File: config.mk
export PLATFORM = sky130hd
export DESIGN_NAME = deserializador_fifo
export DESIGN_NICKNAME = d
export VERILOG_FILES = /design/src/rtl/deserializador_pkg.sv /design/src/rtl/deser_fifo.sv /design/src/rtl/deserializador_fifo.sv
export SDC_FILE = /design/constraint.sdc
export NUM_CORES = 1
export LEC_CHECK = 0
export ABC_AREA = 1
export CAP_MARGIN = 15
export CORE_ASPECT_RATIO = 0.9
export CORE_MARGIN = 1.5
export CORE_UTILIZATION = 35
export CTS_CLUSTER_DIAMETER = 150
export DETAILED_ROUTE_END_ITERATION = 16
export GPL_TIMING_DRIVEN = 0
export SLEW_MARGIN = 20
export SYNTH_ARGS = -nofsm -noshare
export SYNTH_HDL_FRONTEND = slang
export SYNTH_SLANG_ARGS = --single-unit
File: constraint.sdc
create_clock -name clock_100KHz -period 2.6 [get_ports clock_100KHz]
set_input_delay 0.52 -clock clock_100KHz [delete_from_list [all_inputs] [get_ports clock_100KHz]]
set_output_delay 0.52 -clock clock_100KHz [all_outputs]
set_load 0.05 [all_outputs]
File: src/rtl/deserializador_pkg.sv
// Shared types and defaults for the serial-to-parallel deserializer with output FIFO.
package deserializador_pkg;

  localparam int unsigned DEFAULT_WIDTH = 8;
  localparam int unsigned DEFAULT_DEPTH = 4;

  // Frame assembly state
  typedef enum logic [1:0] {
    S_IDLE = 2'd0,
    S_RECV = 2'd1,
    S_FULL = 2'd2
  } deser_state_e;

endpackage

File: src/rtl/deser_fifo.sv
// Word storage for the deserializer: synchronous FIFO with occupancy count and full/empty flags.
// Pointers wrap explicitly at DEPTH-1, so DEPTH need not be a power of two.
module deser_fifo #(
  parameter int unsigned WIDTH = 8,
  parameter int unsigned DEPTH = 4,
  parameter int unsigned CntW  = $clog2(DEPTH + 1)
) (
  input  logic             clk_i,
  input  logic             rst_ni,
  input  logic             push_i,
  input  logic [WIDTH-1:0] wdata_i,
  input  logic             pop_i,
  output logic [WIDTH-1:0] rdata_o,
  output logic [CntW-1:0]  count_o,
  output logic             full_o,
  output logic             empty_o
);

  localparam int unsigned    PtrW    = (DEPTH > 1) ? $clog2(DEPTH) : 1;
  localparam logic [PtrW-1:0] LastPtr = PtrW'(DEPTH - 1);
  localparam logic [CntW-1:0] FullCnt = CntW'(DEPTH);

  logic [WIDTH-1:0] mem_q [DEPTH];
  logic [PtrW-1:0]  wr_ptr_q, wr_ptr_d;
  logic [PtrW-1:0]  rd_ptr_q, rd_ptr_d;
  logic [CntW-1:0]  count_q, count_d;
  logic             full_q, full_d;
  logic             do_push, do_pop;

  assign do_push = push_i && !full_q;
  assign do_pop  = pop_i && (count_q != '0);

  // Next-state for pointers, occupancy and the registered full flag
  always_comb begin
    wr_ptr_d = wr_ptr_q;
    rd_ptr_d = rd_ptr_q;
    count_d  = count_q;
    if (do_push) begin
      wr_ptr_d = (wr_ptr_q == LastPtr) ? '0 : wr_ptr_q + PtrW'(1);
    end
    if (do_pop) begin
      rd_ptr_d = (rd_ptr_q == LastPtr) ? '0 : rd_ptr_q + PtrW'(1);
    end
    case ({do_push, do_pop})
      2'b10:   count_d = count_q + CntW'(1);
      2'b01:   count_d = count_q - CntW'(1);
      default: count_d = count_q;
    endcase
    full_d = (count_d == FullCnt);
  end

  // Control state register
  always_ff @(posedge clk_i or negedge rst_ni) begin
    if (!rst_ni) begin
      wr_ptr_q <= '0;
      rd_ptr_q <= '0;
      count_q  <= '0;
      full_q   <= 1'b0;
    end else begin
      wr_ptr_q <= wr_ptr_d;
      rd_ptr_q <= rd_ptr_d;
      count_q  <= count_d;
      full_q   <= full_d;
    end
  end

  // Storage array; contents are don't-care until written
  always_ff @(posedge clk_i) begin
    if (do_push) begin
      mem_q[wr_ptr_q] <= wdata_i;
    end
  end

  assign empty_o = (count_q == '0);
  assign full_o  = full_q;
  assign count_o = count_q;
  // Head reads as zero when nothing is held
  assign rdata_o = empty_o ? '0 : mem_q[rd_ptr_q];

endmodule

File: src/rtl/deserializador_fifo.sv
// Serial-to-parallel deserializer feeding a small word FIFO.
// Define DESER_PARITY_EN to append an even-parity bit to each frame; bad words are dropped
// and flagged on parity_err_out. Without it, parity_err_out is tied low.
module deserializador_fifo
  import deserializador_pkg::*;
#(
  parameter int unsigned WIDTH     = DEFAULT_WIDTH,
  parameter int unsigned DEPTH     = DEFAULT_DEPTH,
  parameter bit          MSB_FIRST = 1'b1
) (
  input  logic                       clock_100KHz,
  input  logic                       reset,
  input  logic                       write_in,
  input  logic                       data_in,
  input  logic                       ack_in,
  output logic                       status_out,
  output logic                       data_ready,
  output logic [WIDTH-1:0]           data_out,
  output logic [$clog2(DEPTH+1)-1:0] fill_out,
  output logic                       overrun_out,
  output logic                       parity_err_out
);

  localparam int unsigned FillW = $clog2(DEPTH + 1);
`ifdef DESER_PARITY_EN
  localparam int unsigned FrameLen = WIDTH + 1;
`else
  localparam int unsigned FrameLen = WIDTH;
`endif
  localparam int unsigned     CntW     = $clog2(FrameLen + 1);
  localparam logic [CntW-1:0] LastBit  = CntW'(FrameLen - 1);
  localparam logic [FillW:0]  FullFill = (FillW + 1)'(DEPTH);

  deser_state_e     state_q, state_d;
  logic [CntW-1:0]  bit_cnt_q, bit_cnt_d;
  logic [WIDTH-1:0] shift_q, shift_d;
  logic             overrun_q, overrun_d;
`ifdef DESER_PARITY_EN
  logic             par_err_q, par_err_d;
`endif

  logic [WIDTH-1:0] shifted;
  logic [WIDTH-1:0] push_word;
  logic             push, pop, sample, last_bit;
  logic [FillW:0]   fill_next;
  logic [WIDTH-1:0] fifo_rdata;
  logic [FillW-1:0] fifo_count;
  logic             fifo_full, fifo_empty;

  assign pop = ack_in && !fifo_empty;

  // Frame assembly, push decision and FSM next state
  always_comb begin
    state_d   = state_q;
    bit_cnt_d = bit_cnt_q;
    shift_d   = shift_q;
    overrun_d = overrun_q;
    push      = 1'b0;
    push_word = shift_q;
    sample    = 1'b0;
`ifdef DESER_PARITY_EN
    par_err_d = 1'b0;
`endif
    if (MSB_FIRST) begin
      shifted = {shift_q[WIDTH-2:0], data_in};
    end else begin
      shifted = {data_in, shift_q[WIDTH-1:1]};
    end

    unique case (state_q)
      S_IDLE: begin
        if (write_in) begin
          sample  = 1'b1;
          state_d = S_RECV;
        end
      end
      S_RECV: begin
        if (write_in) begin
          sample = 1'b1;
        end
      end
      S_FULL: begin
        // Serial input is refused; an offered bit only raises the sticky flag
        if (write_in) begin
          overrun_d = 1'b1;
        end
        if (pop) begin
          state_d = S_IDLE;
        end
      end
      default: state_d = S_IDLE;
    endcase

    last_bit = sample && (bit_cnt_q == LastBit);

    if (sample) begin
      if (last_bit) begin
        bit_cnt_d = '0;
        shift_d   = '0;
`ifdef DESER_PARITY_EN
        // Final bit is the parity bit; the data word is already complete in shift_q
        push_word = shift_q;
        if ((^shift_q) != data_in) begin
          par_err_d = 1'b1;
        end else begin
          push = 1'b1;
        end
`else
        push_word = shifted;
        push      = 1'b1;
`endif
      end else begin
        bit_cnt_d = bit_cnt_q + CntW'(1);
        shift_d   = shifted;
      end
    end

    fill_next = {1'b0, fifo_count} + {{FillW{1'b0}}, push} - {{FillW{1'b0}}, pop};
    if (last_bit) begin
      state_d = (fill_next == FullFill) ? S_FULL : S_IDLE;
    end
  end

  // FSM and datapath registers
  always_ff @(posedge clock_100KHz or negedge reset) begin
    if (!reset) begin
      state_q   <= S_IDLE;
      bit_cnt_q <= '0;
      shift_q   <= '0;
      overrun_q <= 1'b0;
`ifdef DESER_PARITY_EN
      par_err_q <= 1'b0;
`endif
    end else begin
      state_q   <= state_d;
      bit_cnt_q <= bit_cnt_d;
      shift_q   <= shift_d;
      overrun_q <= overrun_d;
`ifdef DESER_PARITY_EN
      par_err_q <= par_err_d;
`endif
    end
  end

  deser_fifo #(
    .WIDTH (WIDTH),
    .DEPTH (DEPTH),
    .CntW  (FillW)
  ) u_fifo (
    .clk_i   (clock_100KHz),
    .rst_ni  (reset),
    .push_i  (push),
    .wdata_i (push_word),
    .pop_i   (pop),
    .rdata_o (fifo_rdata),
    .count_o (fifo_count),
    .full_o  (fifo_full),
    .empty_o (fifo_empty)
  );

  assign status_out  = fifo_full;
  assign data_ready  = !fifo_empty;
  assign data_out    = fifo_rdata;
  assign fill_out    = fifo_count;
  assign overrun_out = overrun_q;
`ifdef DESER_PARITY_EN
  assign parity_err_out = par_err_q;
`else
  assign parity_err_out = 1'b0;
`endif

endmodule

## After elaboration in Yosys (flattened, before gate mapping)

Memory sizes are Yosys's and may differ from the RTL's.
Cells that the tools add are included.

| operators by class | value |
|---|---|
| add/subtract/negate cells | 7 |
| multipliers | 0 |
| div/mod/pow operators | 0 |
| magnitude comparators | 0 |
| equality and inequality tests | 12 |
| shifts and indexed selects | 0 |
| mux-type cells | 19 |
| bitwise operators | 0 |
| reductions and logical operators | 12 |

Operators by type and width:

| cell | number |
|---|---|
| two-way mux 8 bit | 4 |
| two-way mux 2 bit | 6 |
| == test 2 bit (second input constant) | 4 |
| == test 4 x 3 -> 1 bit (second input constant) | 2 |
| two-way mux 1 bit | 6 |
| != test 3 bit (second input constant) | 2 |
| one-hot mux 2 bit (3 select lines) | 1 |
| one-hot mux 3 bit (2 select lines) | 1 |
| adder 2 x 1 -> 2 bit (second input constant) | 2 |
| adder 3 x 1 -> 4 bit | 1 |
| adder 4 x 1 -> 4 bit (second input constant) | 1 |
| == test 2 x 1 -> 1 bit (second input constant) | 2 |
| logical AND 1 bit | 4 |
| two-way mux 4 bit | 1 |
| subtractor 4 x 1 -> 4 bit | 1 |
| adder 3 x 1 -> 3 bit (second input constant) | 1 |
| == test 3 bit (second input constant) | 1 |
| logical NOT 3 bit | 1 |
| AND reduction 3 bit | 1 |
| nonzero test 3 bit | 1 |
| subtractor 3 x 1 -> 3 bit (second input constant) | 1 |
| logical NOT 1 bit | 2 |
| logical NOT 2 bit | 1 |
| != test 2 bit (second input constant) | 1 |
| 2 further kinds | 2 |

| storage, ports and cells | value |
|---|---|
| flip-flop bits (word level) | 23 |
| latch bits | 0 |
| memory bits (writable) | 32 |
| bits in read-only memories | 0 |
| input port bits | 5 |
| output and inout port bits | 15 |
| memories | 1 |

Memory list:

| name | words | bits a word | rd ports | clocked after memory_dff | write ports | line | RTL |
|---|---|---|---|---|---|---|---|
| u_fifo.mem_q | 4 | 8 | 1 | 0 | 1 | deser_fifo.sv:23 | `logic [WIDTH-1:0] mem_q [DEPTH];` |

## Logic depth before layout (Yosys ltp)

| depth | value |
|---|---|
| depth after elaboration | 11 |
| mapped depth | 13 |

## Hierarchy

From an unflattened synthesis, not the netlist that was laid out.

| second synthesis, totals | value |
|---|---|
| cell total of the unflattened synthesis | 269 |
| area, all modules | 2688.8 um2 |

By module, submodules not included:

| module | instances | cells an instance | area each (um2) | seq. area each (um2) |
|---|---|---|---|---|
| deser_fifo | 1 | 155 | 1755.4 | 1161.1 |
| deserializador_fifo | 1 | 114 | 933.4 | 375.4 |

## Least setup slack after synthesis

No wires, ideal clock.

| timing | value |
|---|---|
| path type | reg-to-reg |
| start point | reg u_fifo.count_q[1] (netlist: u_fifo.count_o[1]) |
| end point | reg state_q[1] |
| setup time | 0.065 ns |
| arrival | 2.899 ns |
| required time | 2.535 ns |
| setup slack | -0.364 ns |
| stages on the path, launching flop included | 14 |
| path buffers | 0 |
| clock period less this slack | 2.964 ns |
| cell sequence | dfrtp_1 -> inv_1 -> nand3_1 -> nand2_1 -> inv_1 -> ha_1 -> inv_1 -> ha_1 -> fa_1 -> nor2_1 -> nand2_1 -> nor2_1 -> nand4_1 -> nand2_1 |

| between the ends | value |
|---|---|
| longest elaborated chain between the ends | 7 |
| elaborated cells between the ends (all ways) | 10 |
| classes of those cells | add/sub (2); eq/ne (2); mux (2); reduce/logical (4) |

RTL lines:

| element | line | RTL |
|---|---|---|
| from (decl) | deser_fifo.sv:26 | `logic [CntW-1:0] count_q, count_d;` |
| from (signal assigned) | deser_fifo.sv:62 | `count_q <= count_d;` |
| logical NOT 3 bit * | deser_fifo.sv:74 | `assign empty_o = (count_q == '0);` |
| logical NOT 1 bit * | - |  |
| net data_ready | deserializador_fifo.sv:17 | `output logic data_ready,` |
| logical AND 1 bit * | deserializador_fifo.sv:50 | `assign pop = ack_in && !fifo_empty;` |
| subtractor 4 x 1 -> 4 bit | deserializador_fifo.sv:118 | `fill_next = {1'b0, fifo_count} + {{FillW{1'b0}}, push} - {{FillW{1'b0}}, pop};` |
| == test 4 x 3 -> 1 bit | deserializador_fifo.sv:120 | `state_d = (fill_next == FullFill) ? S_FULL : S_IDLE;` |
| two-way mux 2 bit | deserializador_fifo.sv:120 |  |
| two-way mux 2 bit | deserializador_fifo.sv:119 | `if (last_bit) begin` |
| to (signal assigned) | deserializador_fifo.sv:135 | `state_q <= state_d;` |
| to (decl) | deserializador_fifo.sv:34 | `deser_state_e state_q, state_d;` |

The timed path passes the listed nets; every way through them passes the cells marked *.
A chain may end at the register's enable or synchronous reset.

## Worst setup path after layout

| timing | value |
|---|---|
| start point | reg u_fifo.rd_ptr_q[0] |
| end point | out data_out[0] |

| between the ends | value |
|---|---|
| longest elaborated chain between the ends | 2 |

RTL lines:

| element | line | RTL |
|---|---|---|
| from (decl) | deser_fifo.sv:25 | `logic [PtrW-1:0] rd_ptr_q, rd_ptr_d;` |
| from (signal assigned) | deser_fifo.sv:61 | `rd_ptr_q <= rd_ptr_d;` |
| memory (4 x 8 bit) | - |  |
| two-way mux 8 bit | deser_fifo.sv:78 | `assign rdata_o = empty_o ? '0 : mem_q[rd_ptr_q];` |
| to (decl) | deserializador_fifo.sv:18 | `output logic [WIDTH-1:0] data_out,` |

No other way between the ends.

==> impl_metrics.env <==
export IMPL_status="finished, final reports clean"
export IMPL_vias_per_cell=4.624
export IMPL_synthArstFlopShare_pct=41.82
export IMPL_power_leakage_nw=1.289
export IMPL_wirelength_um=4836
export IMPL_yosysTopAreaCellShare_pct=36.87
export IMPL_cp_start_kind="flip-flop"
export IMPL_rr_worst_depth=13
export IMPL_h_tree_depth=2
export IMPL_peakVddDrop_mv=0.6273
export IMPL_yosys_top_cells_area="edfxtp_1, dfrtp_1, nand2_1, nor2_1, ha_1"
export IMPL_period_minus_slack_ns=2.470
export IMPL_pwr_share_seq_pct=35.3
export IMPL_met2_length_um=2154
export IMPL_r2r_end="state_q[1]"
export IMPL_clock_root_buffer="clkbuf_8"
export IMPL_setup_ws_ns=0.1296
export IMPL_ys_warnings_count=0
export IMPL_cts_hold_buffers=0
export IMPL_setup_viol=0
export IMPL_route_vias_total=1757
export IMPL_synthFlopType="edfxtp_1"
export IMPL_cts_path_max_buffers=2
export IMPL_dp_hpwl_um=3266
export IMPL_cp_required_ns=2.08
export IMPL_fin_crit_sh_pct=95.01
export IMPL_synth_mux_area_share_pct=0
export IMPL_skew_ns=0.01382
export IMPL_endpoint_kind="output pin"
export IMPL_ys_types=29
export IMPL_critPathArrivalTime_ns=1.95
export IMPL_core_region_area_um2=7148
export IMPL_synth_most_common_cell="nand2_1"
export IMPL_first_global_vias=1616
export IMPL_p_clk_share_pct=14.8
export IMPL_pin_count=20
export IMPL_die_x_um=93.96
export IMPL_synth_fa_ha_area_share_pct=7.297
export IMPL_dieArea_um2=7974
export IMPL_clk_pin_slew_ns=0.11
export IMPL_grtUsageTotal_pct=13.28
export IMPL_worstPathCellList="buf_2, inv_1, clkbuf_4, o21ai_0, a21oi_1, clkbuf_4"
export IMPL_placed_cells=370
export IMPL_syn_nets=278
export IMPL_wl_per_cell_um=12.73
export IMPL_num_antenna_cells=0
export IMPL_antenna_found_initial=0
export IMPL_grt_ovfl_total=0
export IMPL_cts_tree="done"
export IMPL_ant_nets=0
export IMPL_rr_startpoint="u_fifo.count_o[1]"
export IMPL_r2r_slack_ns=0.25
export IMPL_final_util_pct=41.82
export IMPL_maxCapViolations=0
export IMPL_cp_slowest_cell="dfrtp_1"
export IMPL_drt_iter0_drc=119
export IMPL_slew_headroom_pct=45.42
export IMPL_clock_fmax_mhz=404.8
export IMPL_drt_pre_antenna_iters=4
export IMPL_synth_xor_area_share_pct=0.6721
export IMPL_floorplan_initialDensity_pct=36.46
export IMPL_met1_length_um=2444
export IMPL_syn_area_per_cell_um2=10.06
export IMPL_ys_seq_area_share_pct=58.95
export IMPL_grt_pass1_wl_um=8010
export IMPL_crit_path_max_fanout=10
export IMPL_max_stage_delay_ns=0.39
export IMPL_holdWs_ns=0.1690
export IMPL_cts_sinks=55
export IMPL_place_gp_congestion=0.7783
export IMPL_wl_met3_um=168
export IMPL_preCtsSetupSlack_ns=-0.09568
export IMPL_path_class="flip-flop to output pin"
export IMPL_synth_compound_area_share_pct=8.689
export IMPL_cpMostUsedCell="clkbuf_4"
export IMPL_synth_edff_count=32
export IMPL_p_int_w=0.001804
export IMPL_drv_slew=0
export IMPL_ys_top_cells_by_count="nand2_1, nor2_1, edfxtp_1, inv_1, dfrtp_1"
export IMPL_rsz0062_at_grt="false"
export IMPL_route_detailed_drc=0
export IMPL_synth_seq_cells=55
export IMPL_pwr_share_comb_pct=49.9
export IMPL_cts_buffers=5
export IMPL_port_buffers=18
export IMPL_synth_top_family_by_area="simple AND/OR/NAND/NOR gates"
export IMPL_insertion_delay_ns=0.32
export IMPL_nNetsFinal=305
export IMPL_yosysTopAreaCell="edfxtp_1"
export IMPL_die_y_um=84.87
export IMPL_worst_slew_pin_slew_ns=0.8157
export IMPL_swShare_pct=46.89
export IMPL_yosys_area_share_simple_pct=18.15
export IMPL_rows=29
export IMPL_syn_area_um2=2606
export IMPL_drive_gt1_share_pct=14.29
export IMPL_p_per_area_nw_per_um2=1136
export IMPL_area_growth_pct=14.69
export IMPL_synthCells=259
export IMPL_p_switching_w=0.001592
export IMPL_finalHoldViolCount=0
export IMPL_grt_max_degree=24
export IMPL_hold_class="primary input to async pin"
export IMPL_setup_tns_ns=0
export IMPL_layoutNonFillerInstCount=380
export IMPL_top_layer="met4"
## kinds of logic (layout without fill, tap and decap cells)
family          Yosys count  after routing
compound gates           43             43
other cells               1              1
fa+ha+maj                14             14
buf+inv                  35             63
xor+xnor                  2              2
simple gates            109            109
flops                    55             55
## critical path: cells and delay by family, from the launching register on
| family | cells | cell delay [ns] |
|---|---|---|
| compound gates | 2 | 0.33 |
| flops | 1 | 0.39 |
| buf+inv | 4 | 0.90 |
## how the worst max path moves through the flow
stage | from | end | slack (ns) | cells past startpoint
4_1_cts | u_fifo.rd_ptr_q[0] | data_out[2] | 0.01 | 6
5_1_grt | u_fifo.rd_ptr_q[0] | data_out[0] | 0.005 | 6
6_report | u_fifo.rd_ptr_q[0] | data_out[0] | 0.13 | 6
3_5_place_dp | u_fifo.rd_ptr_q[0] | data_out[0] | -0.1 | 6
2_1_floorplan | u_fifo.count_o[2] | state_q[1] | 0.04 | 13
3_3_place_gp | u_fifo.rd_ptr_q[0] | data_out[0] | -0.09 | 6
## metal layers
layer	vias up	global-route usage (%)
met2	28	20.09
met3	6	2.778
met5	-	0
met1	824	18.90
li1	899	-
met4	0	4.885
## cell type report
class	instances	area, um2
buffer	7	53.80
clock buffer	5	68.82
clock inverter	3	25.02
fill	697	4159
inverter	28	111.4
multi-input combinational	169	923.4
sequential	55	1538
tap	93	116.4
timing repair buffer	20	152.6
## stage by stage
stage	area (um2)	power, W
6_report	2989	0.003396
4_1_cts	3014	0.003445
3_3_place_gp	2917	0.002953
5_1_grt	2989	0.003664
2_1_floorplan	2620	0.002467
3_5_place_dp	2917	0.002971
## placed cells by master (no fill, tap or decap), drive strengths merged
cell / netlist / layout
clkinv: 1 / 1
nand2: 51 / 51
inv: 27 / 28
nand3: 8 / 8
ha: 12 / 12
xnor2: 1 / 1
a21oi: 12 / 12
nand4: 3 / 3
clkbuf: 1 / 7
o21ai: 29 / 29
edfxtp: 32 / 32
buf: 6 / 16
clkdlybuf4s50: 0 / 9
or2: 1 / 1
fa: 2 / 2
xor2: 1 / 1
a211oi: 1 / 1
clkinvlp: 0 / 2
dfrtp: 23 / 23
conb: 1 / 1
a31o: 1 / 1
nor2: 46 / 46
## repair_timing
action | CTS | global route
endpoints found under the setup margin | 8 | 9
pin swaps | 0 | 0
gates cloned | 0 | 0
hold endpoints to repair | 0 | 0
resized for setup | 26 | 20
setup buffers | 0 | 2
## power groups by stage
stage	clock network (W)	registers [W]	logic, W
finish	0.000502	0.00120	0.00169
global route	0.000557	0.00122	0.00189
CTS	0.000517	0.00119	0.00174
detailed placement	0	0.00121	0.00176
global placement	0	0.00121	0.00175
floorplan	0	0.00130	0.00116
## state kept, by name, indices dropped and copies added, names as in the netlist
register         cells
state_q              2
u_fifo.full_o        1
u_fifo.wr_ptr_q      2
u_fifo.rd_ptr_q      2
overrun_out          1
u_fifo.count_o       3
u_fifo.mem_q        32
bit_cnt_q            4
shift_q              8
Note: power is estimated with default switching activity, not from simulation.
